<file path="config.mk">
export PLATFORM = sky130hd
export DESIGN_NAME = uart_tx_fifo_flat
export DESIGN_NICKNAME = d
export VERILOG_FILES = /design/src/rtl/uart_tx_fifo_pkg.sv /design/src/rtl/uart_tx_fifo_if.sv /design/src/rtl/uart_tx_fifo_sync_fifo.sv /design/src/rtl/uart_tx_fifo.sv /design/src/flat_wrapper.sv
export SDC_FILE = /design/constraint.sdc
export NUM_CORES = 1
export LEC_CHECK = 0
export BUFFER_PORTS_ARGS = -buffer_cell sky130_fd_sc_hd__buf_2
export CAP_MARGIN = 20
export CORE_MARGIN = 2
export CORE_UTILIZATION = 40
export CTS_CLUSTER_SIZE = 28
export DETAILED_ROUTE_END_ITERATION = 8
export MAX_ROUTING_LAYER = met4
export PLACE_DENSITY = 0.68
export RECOVER_POWER = 25
export SYNTH_ARGS = -nofsm -noshare
export SYNTH_HDL_FRONTEND = slang
export SYNTH_SLANG_ARGS = --single-unit
</file>
<file path="constraint.sdc">
create_clock -name clk -period 2.4 [get_ports clk]
set_input_delay 0.24 -clock clk [delete_from_list [all_inputs] [get_ports clk]]
set_output_delay 0.24 -clock clk [all_outputs]
set_load 0.05 [all_outputs]
</file>
<file path="src/rtl/uart_tx_fifo_pkg.sv">
`default_nettype none
// ============================================================================
// Module  : uart_pkg
// Brief   : Shared types and line constants for the buffered UART transmitter.
// Revision: 1.0 - initial release
// ============================================================================
package uart_pkg;

  typedef enum logic [1:0] {
    IDLE  = 2'd0,
    START = 2'd1,
    DATA  = 2'd2,
    STOP  = 2'd3
  } uart_tx_state_t;

  localparam int UART_DATA_BITS    = 8;
  localparam int CLK_FREQ_HZ       = 100_000_000;
  localparam int UART_BAUD         = 57600;
  localparam int UART_CLKS_PER_BIT = CLK_FREQ_HZ / UART_BAUD;

endpackage
`default_nettype wire

</file>
<file path="src/rtl/uart_tx_fifo_if.sv">
`default_nettype none
// ============================================================================
// Module  : uart_tx_fifo_if
// Brief   : Byte valid/ready handshake from internal producers to the UART TX.
// Revision: 1.0 - initial release
// ============================================================================
interface uart_tx_fifo_if;
  import uart_pkg::*;

  logic [UART_DATA_BITS-1:0] tx_data;
  logic                      tx_valid;
  logic                      tx_ready;

  modport master (
    output tx_data,
    output tx_valid,
    input  tx_ready
  );

  modport slave (
    input  tx_data,
    input  tx_valid,
    output tx_ready
  );

endinterface
`default_nettype wire

</file>
<file path="src/rtl/uart_tx_fifo_sync_fifo.sv">
`default_nettype none
// ============================================================================
// Module  : sync_fifo
// Brief   : Single-clock first-word-fall-through FIFO, pointers with wrap bit.
// Revision: 1.0 - initial release
// ============================================================================
module sync_fifo #(
  parameter int WIDTH = 8,
  parameter int DEPTH = 16,
  parameter int CNT_W = $clog2(DEPTH + 1)
) (
  input  logic             clk,
  input  logic             reset,
  input  logic             wr_en,
  input  logic [WIDTH-1:0] wr_data,
  input  logic             rd_en,
  output logic [WIDTH-1:0] rd_data,
  output logic             full,
  output logic             empty,
  output logic [CNT_W-1:0] count
);

  localparam int AW = $clog2(DEPTH);

  logic [WIDTH-1:0] r_mem [DEPTH];
  logic [AW:0]      r_wr_ptr;
  logic [AW:0]      r_rd_ptr;
  logic [AW:0]      w_diff;
  logic             w_wr;
  logic             w_rd;

  // Same index with differing wrap bits means the write side lapped the read side.
  assign full    = (r_wr_ptr[AW] != r_rd_ptr[AW]) && (r_wr_ptr[AW-1:0] == r_rd_ptr[AW-1:0]);
  assign empty   = (r_wr_ptr == r_rd_ptr);
  assign w_diff  = r_wr_ptr - r_rd_ptr;
  assign count   = CNT_W'(w_diff);
  assign rd_data = r_mem[r_rd_ptr[AW-1:0]];

  assign w_wr = wr_en && !full;
  assign w_rd = rd_en && !empty;

  always_ff @(posedge clk) begin
    if (w_wr) begin
      r_mem[r_wr_ptr[AW-1:0]] <= wr_data;
    end
  end

  always_ff @(posedge clk) begin
    if (reset) begin
      r_wr_ptr <= '0;
      r_rd_ptr <= '0;
    end else begin
      if (w_wr) begin
        r_wr_ptr <= r_wr_ptr + 1'b1;
      end
      if (w_rd) begin
        r_rd_ptr <= r_rd_ptr + 1'b1;
      end
    end
  end

endmodule
`default_nettype wire

</file>
<file path="src/rtl/uart_tx_fifo.sv">
`default_nettype none
// ============================================================================
// Module  : uart_tx_fifo
// Brief   : Buffered 8N1 UART transmitter: byte FIFO feeding a framing FSM.
// Revision: 1.0 - initial release
// ============================================================================
module uart_tx_fifo
  import uart_pkg::*;
#(
  parameter int CLKS_PER_BIT = UART_CLKS_PER_BIT,
  parameter int FIFO_DEPTH   = 16,
  parameter int CNT_W        = $clog2(FIFO_DEPTH + 1)
) (
  input  logic             clk,
  input  logic             reset,
  uart_tx_fifo_if.slave    s_tx,
  output logic             txd,
  output logic             busy,
  output logic [CNT_W-1:0] fifo_count
);

  localparam int BW   = $clog2(CLKS_PER_BIT);
  localparam int BITW = $clog2(UART_DATA_BITS);
  localparam logic [BW-1:0]   c_BAUD_MAX = BW'(CLKS_PER_BIT - 1);
  localparam logic [BW-1:0]   c_BAUD_ONE = BW'(1);
  localparam logic [BITW-1:0] c_BIT_LAST = BITW'(UART_DATA_BITS - 1);
  localparam logic [BITW-1:0] c_BIT_ONE  = BITW'(1);

  uart_tx_state_t            r_state;
  uart_tx_state_t            w_state_nx;
  logic [BW-1:0]             r_baud;
  logic [BW-1:0]             w_baud_nx;
  logic [BITW-1:0]           r_bit;
  logic [BITW-1:0]           w_bit_nx;
  logic [UART_DATA_BITS-1:0] r_shift;
  logic [UART_DATA_BITS-1:0] w_shift_nx;
  logic                      r_txd;
  logic                      w_txd_nx;

  logic                      w_push;
  logic                      w_pop;
  logic                      w_full;
  logic                      w_empty;
  logic                      w_bit_end;
  logic [UART_DATA_BITS-1:0] w_rd_data;

  assign w_push         = s_tx.tx_valid && !w_full;
  assign s_tx.tx_ready  = !w_full;
  assign w_bit_end      = (r_baud == c_BAUD_MAX);

  sync_fifo #(
    .WIDTH (UART_DATA_BITS),
    .DEPTH (FIFO_DEPTH),
    .CNT_W (CNT_W)
  ) u_fifo (
    .clk     (clk),
    .reset   (reset),
    .wr_en   (w_push),
    .wr_data (s_tx.tx_data),
    .rd_en   (w_pop),
    .rd_data (w_rd_data),
    .full    (w_full),
    .empty   (w_empty),
    .count   (fifo_count)
  );

  // Line level is a function of the current state, so it lands one edge after the transition.
  always_comb begin
    w_state_nx = r_state;
    w_baud_nx  = r_baud + c_BAUD_ONE;
    w_bit_nx   = r_bit;
    w_shift_nx = r_shift;
    w_txd_nx   = 1'b1;
    w_pop      = 1'b0;
    case (r_state)
      IDLE: begin
        w_baud_nx = '0;
        if (!w_empty) begin
          w_pop      = 1'b1;
          w_shift_nx = w_rd_data;
          w_state_nx = START;
        end
      end
      START: begin
        w_txd_nx = 1'b0;
        if (w_bit_end) begin
          w_baud_nx  = '0;
          w_bit_nx   = '0;
          w_state_nx = DATA;
        end
      end
      DATA: begin
        w_txd_nx = r_shift[0];
        if (w_bit_end) begin
          w_baud_nx  = '0;
          w_shift_nx = {1'b0, r_shift[UART_DATA_BITS-1:1]};
          w_bit_nx   = r_bit + c_BIT_ONE;
          if (r_bit == c_BIT_LAST) begin
            w_state_nx = STOP;
          end
        end
      end
      STOP: begin
        w_txd_nx = 1'b1;
        if (w_bit_end) begin
          w_baud_nx = '0;
          // Chaining straight into START keeps consecutive frames gap-free.
          if (!w_empty) begin
            w_pop      = 1'b1;
            w_shift_nx = w_rd_data;
            w_state_nx = START;
          end else begin
            w_state_nx = IDLE;
          end
        end
      end
      default: begin
        w_state_nx = IDLE;
      end
    endcase
  end

  always_ff @(posedge clk) begin
    if (reset) begin
      r_state <= IDLE;
      r_baud  <= '0;
      r_bit   <= '0;
      r_shift <= '0;
      r_txd   <= 1'b1;
    end else begin
      r_state <= w_state_nx;
      r_baud  <= w_baud_nx;
      r_bit   <= w_bit_nx;
      r_shift <= w_shift_nx;
      r_txd   <= w_txd_nx;
    end
  end

  assign txd  = r_txd;
  assign busy = (r_state != IDLE) || !w_empty;

endmodule
`default_nettype wire

</file>
<file path="src/flat_wrapper.sv">
// flat-port wrapper written by rule: the top's interface ports become plain ports
module uart_tx_fifo_flat import uart_pkg::*;
#(
  parameter int CLKS_PER_BIT = UART_CLKS_PER_BIT,
  parameter int FIFO_DEPTH   = 16,
  parameter int CNT_W        = $clog2(FIFO_DEPTH + 1)
)
  (clk, reset, txd, busy, fifo_count, s_tx_tx_data, s_tx_tx_valid, s_tx_tx_ready);
  uart_tx_fifo_if s_tx_i ();
  input  logic clk;
  input  logic reset;
  output logic txd;
  output logic busy;
  output logic [CNT_W-1:0] fifo_count;
  input wire logic [$bits(s_tx_i.tx_data)-1:0] s_tx_tx_data;
  input wire logic [$bits(s_tx_i.tx_valid)-1:0] s_tx_tx_valid;
  output wire logic [$bits(s_tx_i.tx_ready)-1:0] s_tx_tx_ready;
  assign s_tx_i.tx_data = s_tx_tx_data;
  assign s_tx_i.tx_valid = s_tx_tx_valid;
  assign s_tx_tx_ready = s_tx_i.tx_ready;
  uart_tx_fifo #(.CLKS_PER_BIT(CLKS_PER_BIT), .FIFO_DEPTH(FIFO_DEPTH), .CNT_W(CNT_W)) u_core (.clk(clk), .reset(reset), .s_tx(s_tx_i), .txd(txd), .busy(busy), .fifo_count(fifo_count));
endmodule
</file>
==> impl_metrics.toml, run 1 <==
[floorplanning]
die_x_um = 135
core_region_area_um2 = 16700
dieArea_um2 = 18200
initial_core_util_pct = 41.1
num_io_pins = 19
rows = 47
die_h_um = 135

[final_layout]
n_antenna_cell = 0
drive_above_1_share_pct = 24.6
fin_area_um2 = 7900
syn_to_final_growth_pct = 15.1
nFillCells = 1424
finish.utilization_pct = 47.3
fin_nets = 499
layout_commonest_cell = "edfxtp_1"
instances_no_fill = 703
layout_common_cells = "edfxtp_1 (128), nor2_1 (51), dfxtp_1 (36)"

[sta]
worstMarginPinSlew_ps = 801
hold_viol = 0
fin_crit_ps = 2280
period_share_pct = 95.2
final.setup.tns_ps = 0
rsz0062_at_grt = "no"
clock_skew_ps = 8.38
drv_slew = 0
setup_viol = 0
fmax_ghz = 0.438
maxSlewHeadroom_pct = 46.6

[placed_design]
place.gp.congestion = 0.807
dpl-instance-area_um2 = 7310
dp_cells = 669
hpwl_um = 8760
io_buffers = 18

[global_route]
grt_max_degree = 33
grt_use_total_pct = 16.3
grt_antenna_before_repair = 0
grt_remaining_overflow = 0
grt_pass1_wl_um = 21200
grt_pass1_vias = 3784

[clock_network]
htree_levels = 4
cts_buffers = 17
cts-root-buf = "clkbuf_16"
clk-insertion-delay-late_ps = 420
clock_path_buffers = 2
clk_pin_slew_worst_paths_ps = 60
hold_buffers = 0
cts_tree = "done"
clock_sinks = 167

[power_and_ir_drop]
switching_power_w = 0.00216
powerDensity_nw_per_um2 = 962
p_clk_share_pct = 33.6
pwr-share-seq_pct = 43.8
p_leak_nw = 2.62
combinationalPowerShare_pct = 22.6
intPower_w = 0.00544
peakVddDrop_mv = 0.619
swShare_pct = 28.4

[critical_path]
r2r_cells = 7
end_kind = "output port"
reg2reg_slack_ps = 140
critPathKind = "flop to output port"
path_delay_family = "adder cells"
cp.required_ps = 2160
critPathMaxStageDelay_ps = 350
reg2reg_to = "u_core.u_fifo.r_mem[7][4]$_DFFE_PP_"
crit_slowest_cell = "dfxtp_4"
path_cells = "inv_4, ha_4, inv_2, fa_2, a21o_1, a21oi_2, xor2_1, buf_4"
r2r_start = "u_core.u_fifo.r_rd_ptr[2]$_SDFFE_PP0P_"
crit_fanout = 3
start_kind = "flop"
cp.arrival_ps = 2040
cp_num_buf_inv = 3

[status]
outcome = "finished, final reports clean"

[synthesis]
ys_warn_count = 0
yosysUniqueCellTypes = 45
synth_top_family_by_area = "multiplexers"
synth_top_area_cell = "edfxtp_1"
synth-xor-area-share_pct = 2.41
syn_inst = 429
synth_nets = 458
synth_top_area_share_pct = 56.0
syn_area_um2 = 6860
ys_seq_area_share_pct = 67.4
synth.area.top_cells = "edfxtp_1 (56%), dfxtp_1 (11%), mux4_2 (10%), ha_1 (3.1%), nor2_1 (2.8%)"
synth-compound-area-share_pct = 5.16
yosys.area_share.simple_pct = 7.44
muxShareOfSynthArea_pct = 11.9
synth-edff-count = 128
ys.flop_type = "edfxtp_1"
async_reset_ff_share_pct = 0
syn_area_per_cell_um2 = 16.0
synth_seq_cells = 167
synthAdderAreaFrac_pct = 3.39

[drt]
antenna_left = 0
first_iter_violations = 296
routed_via_density = 5.30
drcViolationCount = 0
dr.pass1.iters = 4
wl_um = 13400
routedWlPerCell_um = 19.0
num_vias = 3726

[min_path]
hold_start = "s_tx_tx_data[3]"
min_path_cells = 1
hold_class = "primary input to flop"
worstHoldEndpoint = "u_core.u_fifo.r_mem[11][3]$_DFFE_PP_"

[flow_run]
max_cap_violations = 0
[logic make-up after synthesis]
kind of cell             after synthesis
XOR/XNOR                              18
adder cells (fa/ha/maj)               18
flip-flops                           167
AND/OR/NAND/NOR                      105
buffers and inverters                 32
AO/OA/AOI/OAI                         48
multiplexers                          41
[worst register-to-register path, cell delays in order, from the launching register on]
cell	delay, ps
dfxtp_1	390
inv_1	60
ha_1	330
and4_1	270
a21boi_2	280
nand2_1	260
nor2_1	170
buf_4	190
[timing repair]
| action | in CTS | in global routing |
|---|---|---|
| buffers inserted | 0 | 2 |
| pin swaps | 0 | 3 |
| setup endpoints to repair | 1 | 3 |
| endpoints found under the hold margin | 0 | 0 |
| gates resized for setup | 6 | 6 |
[area by class of cell]
cell class	count	area [µm²]	share of cell area, %
Clock buffer	25	479	6.06
Clock inverter	7	73.8	0.934
Inverter	12	47.5	0.602
Multi-Input combinational cell	230	2110	26.7
Sequential cell	167	4630	58.6
Tap cell	220	275	3.48
Timing Repair Buffer	42	290	3.67
[synthesized netlist by cell type, types with 3 or more instances]
cell type  instances
a211oi_1           8
a21oi_1           13
a22oi_1           14
buf_2              3
buf_4              6
clkbuf_1           9
dfxtp_1           39
edfxtp_1         128
ha_1              17
inv_1             12
mux2_2             4
mux2i_1            5
mux4_2            32
nand2_1           11
nand2b_1           4
nand3_1            7
nand4_1            4
nor2_1            51
nor2b_1            3
nor3_1            11
or3_1              3
xnor2_1            8
xor2_1             9
[stage by stage]
step | hold slack, ps | setup slack [ps] | power, W
after floorplan | 339 | 24.4 | 0.00471
after global routing | 251 | 2.61 | 0.00796
after detailed placement | 455 | 143 | 0.00507
after CTS | 197 | 51.8 | 0.00763
after global placement | 443 | 262 | 0.00503
final | 249 | 116 | 0.00760
[power by group through the flow]
stage	combinational (W)	clock, W	sequential (W)
global route	0.00188	0.00273	0.00334
detailed placement	0.00168	0	0.00339
finish	0.00171	0.00256	0.00333
floorplan	0.00133	0	0.00338
global placement	0.00165	0	0.00338
CTS	0.00170	0.00260	0.00333
[sequential cells by signal (all words and copies together) (netlist names), named ones only]
name,count
u_core.txd,1
u_core.r_bit,3
u_core.u_fifo.r_rd_ptr,5
u_core.r_state,2
u_core.r_shift,8
u_core.u_fifo.r_mem,128
u_core.u_fifo.r_wr_ptr,5
u_core.r_baud,11
[metal layers]
layer | global-route usage [%] | share of wire, %
met3 | 3.98 | 4.3
met4 | 6.31 | 1.8
met2 | 24.7 | 48
met1 | 21.4 | 46
met5 | - | 0
[how the worst max path moves through the flow]
| stage | from | end | slack, ps | cells after the start |
|---|---|---|---|---|
| 2_1_floorplan | u_core.u_fifo.r_rd_ptr[2]$_SDFFE_PP0P_ | u_core.u_fifo.r_mem[0][0]$_DFFE_PP_ | 20 | 6 |
| 3_3_place_gp | u_core.u_fifo.r_rd_ptr[2]$_SDFFE_PP0P_ | u_core.u_fifo.r_mem[3][0]$_DFFE_PP_ | 260 | 7 |
| 3_5_place_dp | u_core.u_fifo.r_wr_ptr[0]$_SDFFE_PP0P_ | u_core.r_state[0]$_SDFFE_PP0P_ | 140 | 7 |
| 4_1_cts | u_core.u_fifo.r_wr_ptr[0]$_SDFFE_PP0P_ | fifo_count[4] | 50 | 8 |
| 5_1_grt | u_core.u_fifo.r_wr_ptr[0]$_SDFFE_PP0P_ | fifo_count[4] | 3 | 8 |
| 6_report | u_core.u_fifo.r_wr_ptr[0]$_SDFFE_PP0P_ | fifo_count[4] | 120 | 8 |
Note: power is estimated with default switching activity, not from simulation.
==> run 2: changes to the inputs <==
--- a/config.mk
+++ b/config.mk
@@ -8,11 +8,12 @@
 export BUFFER_PORTS_ARGS = -buffer_cell sky130_fd_sc_hd__buf_2
 export CAP_MARGIN = 20
 export CORE_MARGIN = 2
-export CORE_UTILIZATION = 40
+export CORE_UTILIZATION = 45
 export CTS_CLUSTER_SIZE = 28
 export DETAILED_ROUTE_END_ITERATION = 8
+export HOLD_SLACK_MARGIN = 0.02
 export MAX_ROUTING_LAYER = met4
-export PLACE_DENSITY = 0.68
+export PLACE_DENSITY = 0.74
 export RECOVER_POWER = 25
 export SYNTH_ARGS = -nofsm -noshare
 export SYNTH_HDL_FRONTEND = slang
==> impl_metrics.toml, run 2 (synthesis gave the netlist of run 1 again) <==
[floorplanning]
dieArea_um2 = 16300
die_x_um = 128
rows = 45
num_io_pins = 19
die_h_um = 128
core_region_area_um2 = 15000
initial_core_util_pct = 45.7

[clock_network]
htree_levels = 4
clk_pin_slew_worst_paths_ps = 70
hold_buffers = 0
cts_tree = "done"
cts-root-buf = "clkbuf_16"
clock_path_buffers = 2
clock_sinks = 167
cts_buffers = 17
clk-insertion-delay-late_ps = 430

[global_route]
grt_pass1_vias = 3999
grt_use_total_pct = 18.6
grt_pass1_wl_um = 21800
grt_max_degree = 33
grt_remaining_overflow = 0
grt_antenna_before_repair = 0

[flow_run]
max_cap_violations = 0

[final_layout]
drive_above_1_share_pct = 24.7
largest_reg_flops = 128
layout_common_cells = "edfxtp_1 (128), nor2_1 (51), dfxtp_1 (36)"
finish.utilization_pct = 52.3
layout_commonest_cell = "edfxtp_1"
n_antenna_cell = 0
syn_to_final_growth_pct = 14.6
fin_nets = 501
nFillCells = 1150

[drt]
wl_um = 13700
routed_via_density = 5.66
num_vias = 3808
drcViolationCount = 0
routedWlPerCell_um = 20.4
dr.pass1.iters = 5
antenna_left = 0
first_iter_violations = 407

[critical_path]
crit_slowest_cell = "fa_2"
cp_num_buf_inv = 3
cp.required_ps = 2160
path_cells = "inv_4, ha_4, inv_2, fa_2, a21o_1, a21oi_2, xor2_1, buf_4"
critPathMaxStageDelay_ps = 370
end_kind = "output port"
critPathKind = "flop to output port"
crit_fanout = 3
start_kind = "flop"
cp.arrival_ps = 2070
reg2reg_slack_ps = 150
path_delay_family = "adder cells"

[sta]
worstMarginPinSlew_ps = 838
fmax_ghz = 0.433
rsz0062_at_grt = "no"
fin_ws_ps = 90.2
final.setup.tns_ps = 0
period_share_pct = 96.2
clock_skew_ps = 10.1
fin_crit_ps = 2310
hold_viol = 0
maxSlewHeadroom_pct = 44.1
drv_slew = 0
setup_viol = 0

[power_and_ir_drop]
p_leak_nw = 2.62
peakVddDrop_mv = 0.534
powerDensity_nw_per_um2 = 969

[min_path]
hold_class = "primary input to flop"

[status]
outcome = "finished, final reports clean"

[placed_design]
dpl_worst_slack_ps = 192
hpwl_um = 8940
io_buffers = 18
place.gp.congestion = 0.852
==> run 2: changes by cell type in the layout (fill, tap and decap cells not counted), sizes merged <==
cell      previous run  this run
clkbuf              31        26
inv                 13        18
buf                 36        37
clkinvlp             1         2
==> run 2: per-layer routing <==
metal | share of wire (%) | global-route usage (%)
met1 | 44 | 23.9
met2 | 48 | 27.9
met5 | 0 | -
met4 | 2.6 | 7.76
met3 | 5.8 | 5.57
==> run 2: what timing repair did <==
action | in CTS | in global routing
setup buffers | 0 | 2
setup endpoints to repair | 2 | 2
gates resized for setup | 6 | 6
pin swaps | 0 | 3
==> run 2: final timing paths <==
kind,depth (start not counted),from,end
setup reg to reg,7,u_core.u_fifo.r_rd_ptr[2]$_SDFFE_PP0P_,u_core.u_fifo.r_mem[3][2]$_DFFE_PP_
hold reg to reg,2,u_core.r_shift[0]$_SDFFE_PP0P_,u_core.txd$_SDFF_PP1_
hold / removal,1,s_tx_tx_data[1],u_core.u_fifo.r_mem[15][1]$_DFFE_PP_
setup / recovery,8,u_core.u_fifo.r_wr_ptr[0]$_SDFFE_PP0P_,fifo_count[4]
==> run 2: through the flow <==
stage,cells,total power [W],hold slack (ps),instance area [µm²]
after floorplan,429,0.00471,339,6870
after global placement,639,0.00501,441,7270
after detailed placement,639,0.00507,469,7270
after CTS,671,0.00765,172,7840
after global routing,673,0.00795,242,7870
final,673,0.00762,248,7870
==> run 2: report_power, final <==
group | switching (W) | total (W) | leakage (nW) | internal [W]
Combinational | 0.00104 | 0.00173 | 0.879 | 0.000691
Clock | 0.00112 | 0.00256 | 0.267 | 0.00144
Sequential | 0.0000833 | 0.00333 | 1.47 | 0.00324
Total | 0.00224 | 0.00762 | 2.62 | 0.00537
==> run 2: layout make-up <==
class / instances / area [µm²] / share of cell area, %
clock buffers: 19 / 433 / 5.50
flip-flops and latches: 167 / 4630 / 58.9
clock inverters: 13 / 120 / 1.53
repair buffers: 44 / 292 / 3.71
well taps: 188 / 235 / 2.99
inverters: 12 / 47.5 / 0.605
multi-input cells: 230 / 2110 / 26.8
==> run 3: changes to the inputs <==
--- a/config.mk
+++ b/config.mk
@@ -13,7 +13,6 @@
 export DETAILED_ROUTE_END_ITERATION = 8
 export HOLD_SLACK_MARGIN = 0.02
 export MAX_ROUTING_LAYER = met4
-export PLACE_DENSITY = 0.74
 export RECOVER_POWER = 25
 export SYNTH_ARGS = -nofsm -noshare
 export SYNTH_HDL_FRONTEND = slang
==> impl_metrics.toml, run 3 (synthesis gave the netlist of run 1 again) <==
[placed_design]
hpwl_um = 9040
dp_cells = 638
io_buffers = 18
place.gp.congestion = 0.823

[sta]
setup_viol = 0
hold_viol = 0
clock_skew_ps = 12.5
maxSlewHeadroom_pct = 50.9
rsz0062_at_grt = "yes"
fmax_ghz = 0.433
drv_slew = 0
fin_crit_ps = 2310
holdWs_ps = 244
period_share_pct = 96.3
final.setup.tns_ps = 0
worstMarginPinSlew_ps = 736

[critical_path]
cp.arrival_ps = 2070
crit_slowest_cell = "dfxtp_2"
critPathMaxStageDelay_ps = 350
critPathKind = "flop to output port"
cp_num_buf_inv = 3
path_cells = "inv_2, ha_1, inv_1, fa_2, a21o_1, a21oi_2, xor2_1, buf_4"
path_delay_family = "adder cells"
start_kind = "flop"
cp.required_ps = 2160
end_kind = "output port"
crit_fanout = 5

[final_layout]
drive_above_1_share_pct = 24.9
nFillCells = 1251
syn_to_final_growth_pct = 14.7
layout_commonest_cell = "edfxtp_1"
fin_nets = 498
seq_area_um2 = 4630
multi_input_comb_area_um2 = 2110
largest_reg_flops = 128
n_antenna_cell = 0
finish.utilization_pct = 52.4
layout_common_cells = "edfxtp_1 (128), nor2_1 (51), dfxtp_1 (36)"
instances_no_fill = 669

[floorplanning]
die_x_um = 128
core_region_area_um2 = 15000
dieArea_um2 = 16300
rows = 45
initial_core_util_pct = 45.7
die_h_um = 128
num_io_pins = 19

[drt]
num_vias = 3702
wl_um = 13700
antenna_left = 0
drcViolationCount = 0
routedWlPerCell_um = 20.5
dr.pass1.iters = 5
routed_via_density = 5.53
first_iter_violations = 340

[power_and_ir_drop]
p_leak_nw = 2.63
peakVddDrop_mv = 0.526
powerDensity_nw_per_um2 = 982

[clock_network]
clk_pin_slew_worst_paths_ps = 70
hold_buffers = 0
clock_sinks = 167
cts-root-buf = "clkbuf_16"
clock_path_buffers = 2
postCtsSetupRepairBufs = 0
htree_levels = 4
cts_tree = "done"
clk-insertion-delay-late_ps = 420
cts_buffers = 17

[status]
outcome = "finished, final reports clean"

[flow_run]
max_cap_violations = 0

[global_route]
grt_use_total_pct = 18.9
grt_pass1_wl_um = 21800
grt_antenna_before_repair = 0
grt_remaining_overflow = 0
grt_pass1_vias = 3831
grt_max_degree = 33

[min_path]
hold_class = "primary input to flop"
[run 3: changes by cell type in the layout (fill, tap and decap cells not counted), moves of 2 or more]
cell / change
buf_2: +2
buf_4: -4
clkbuf_1: -3
clkinv_2: -2
clkinv_4: +2
inv_6: -2
nand2_1: -3
nand2_2: +3
[run 3: layout make-up]
class | count | share of cell area (%)
well taps | 188 | 2.99
multi-input cells | 230 | 26.8
inverters | 12 | 0.572
repair buffers | 41 | 3.61
clock buffers | 18 | 5.45
flip-flops and latches | 167 | 58.8
clock inverters | 13 | 1.87
[run 3: final timing paths]
path / end / startpoint / slack [ps] / depth (start not counted)
worst max-delay path: fifo_count[4] / u_core.u_fifo.r_wr_ptr[0]$_SDFFE_PP0P_ / 90 / 8
worst min-delay path: u_core.u_fifo.r_mem[7][6]$_DFFE_PP_ / s_tx_tx_data[6] / 240 / 1
worst max register to register: u_core.u_fifo.r_mem[1][4]$_DFFE_PP_ / u_core.u_fifo.r_rd_ptr[2]$_SDFFE_PP0P_ / 210 / 7
worst min register to register: u_core.r_shift[7]$_SDFFE_PP0P_ / u_core.r_shift[7]$_SDFFE_PP0P_ / 460 / 2
[run 3: per-layer routing]
layer | global-route usage, % | vias to the layer above | part of all wire, %
li1 | - | 1729 | -
met1 | 24.3 | 1888 | 44
met2 | 29.4 | 72 | 49
met3 | 5.11 | 13 | 5.5
met4 | 6.33 | 0 | 1.0
met5 | - | - | 0
[run 3: worst register-to-register path, stage by stage (launching register included)]
cell and delay, ps:
dfxtp_1 390, inv_1 60, ha_1 330, and4_1 260
a21boi_2 280, nand2_1 200, nor3_2 190, buf_4 190
[run 3: report_power, final]
part	total, W	switching (W)	leakage [nW]	internal [W]
logic	0.00174	0.00105	0.878	0.000686
clock network	0.00267	0.00113	0.279	0.00154
registers	0.00332	0.0000811	1.47	0.00324
total	0.00773	0.00226	2.63	0.00547
[run 3: through the flow]
step / setup WS [ps] / instance area (µm²) / total power, W
CTS: 1.59 / 7860 / 0.00779
detailed placement: 166 / 7280 / 0.00511
global route: -39.4 / 7880 / 0.00808
global placement: 250 / 7280 / 0.00508
floorplan: 24.4 / 6870 / 0.00471
finish: 88.8 / 7880 / 0.00773
[run 3: timing repair]
action	4_1_cts	5_1_grt
setup endpoints to repair	1	7
resized for setup	4	7
cloned	0	0
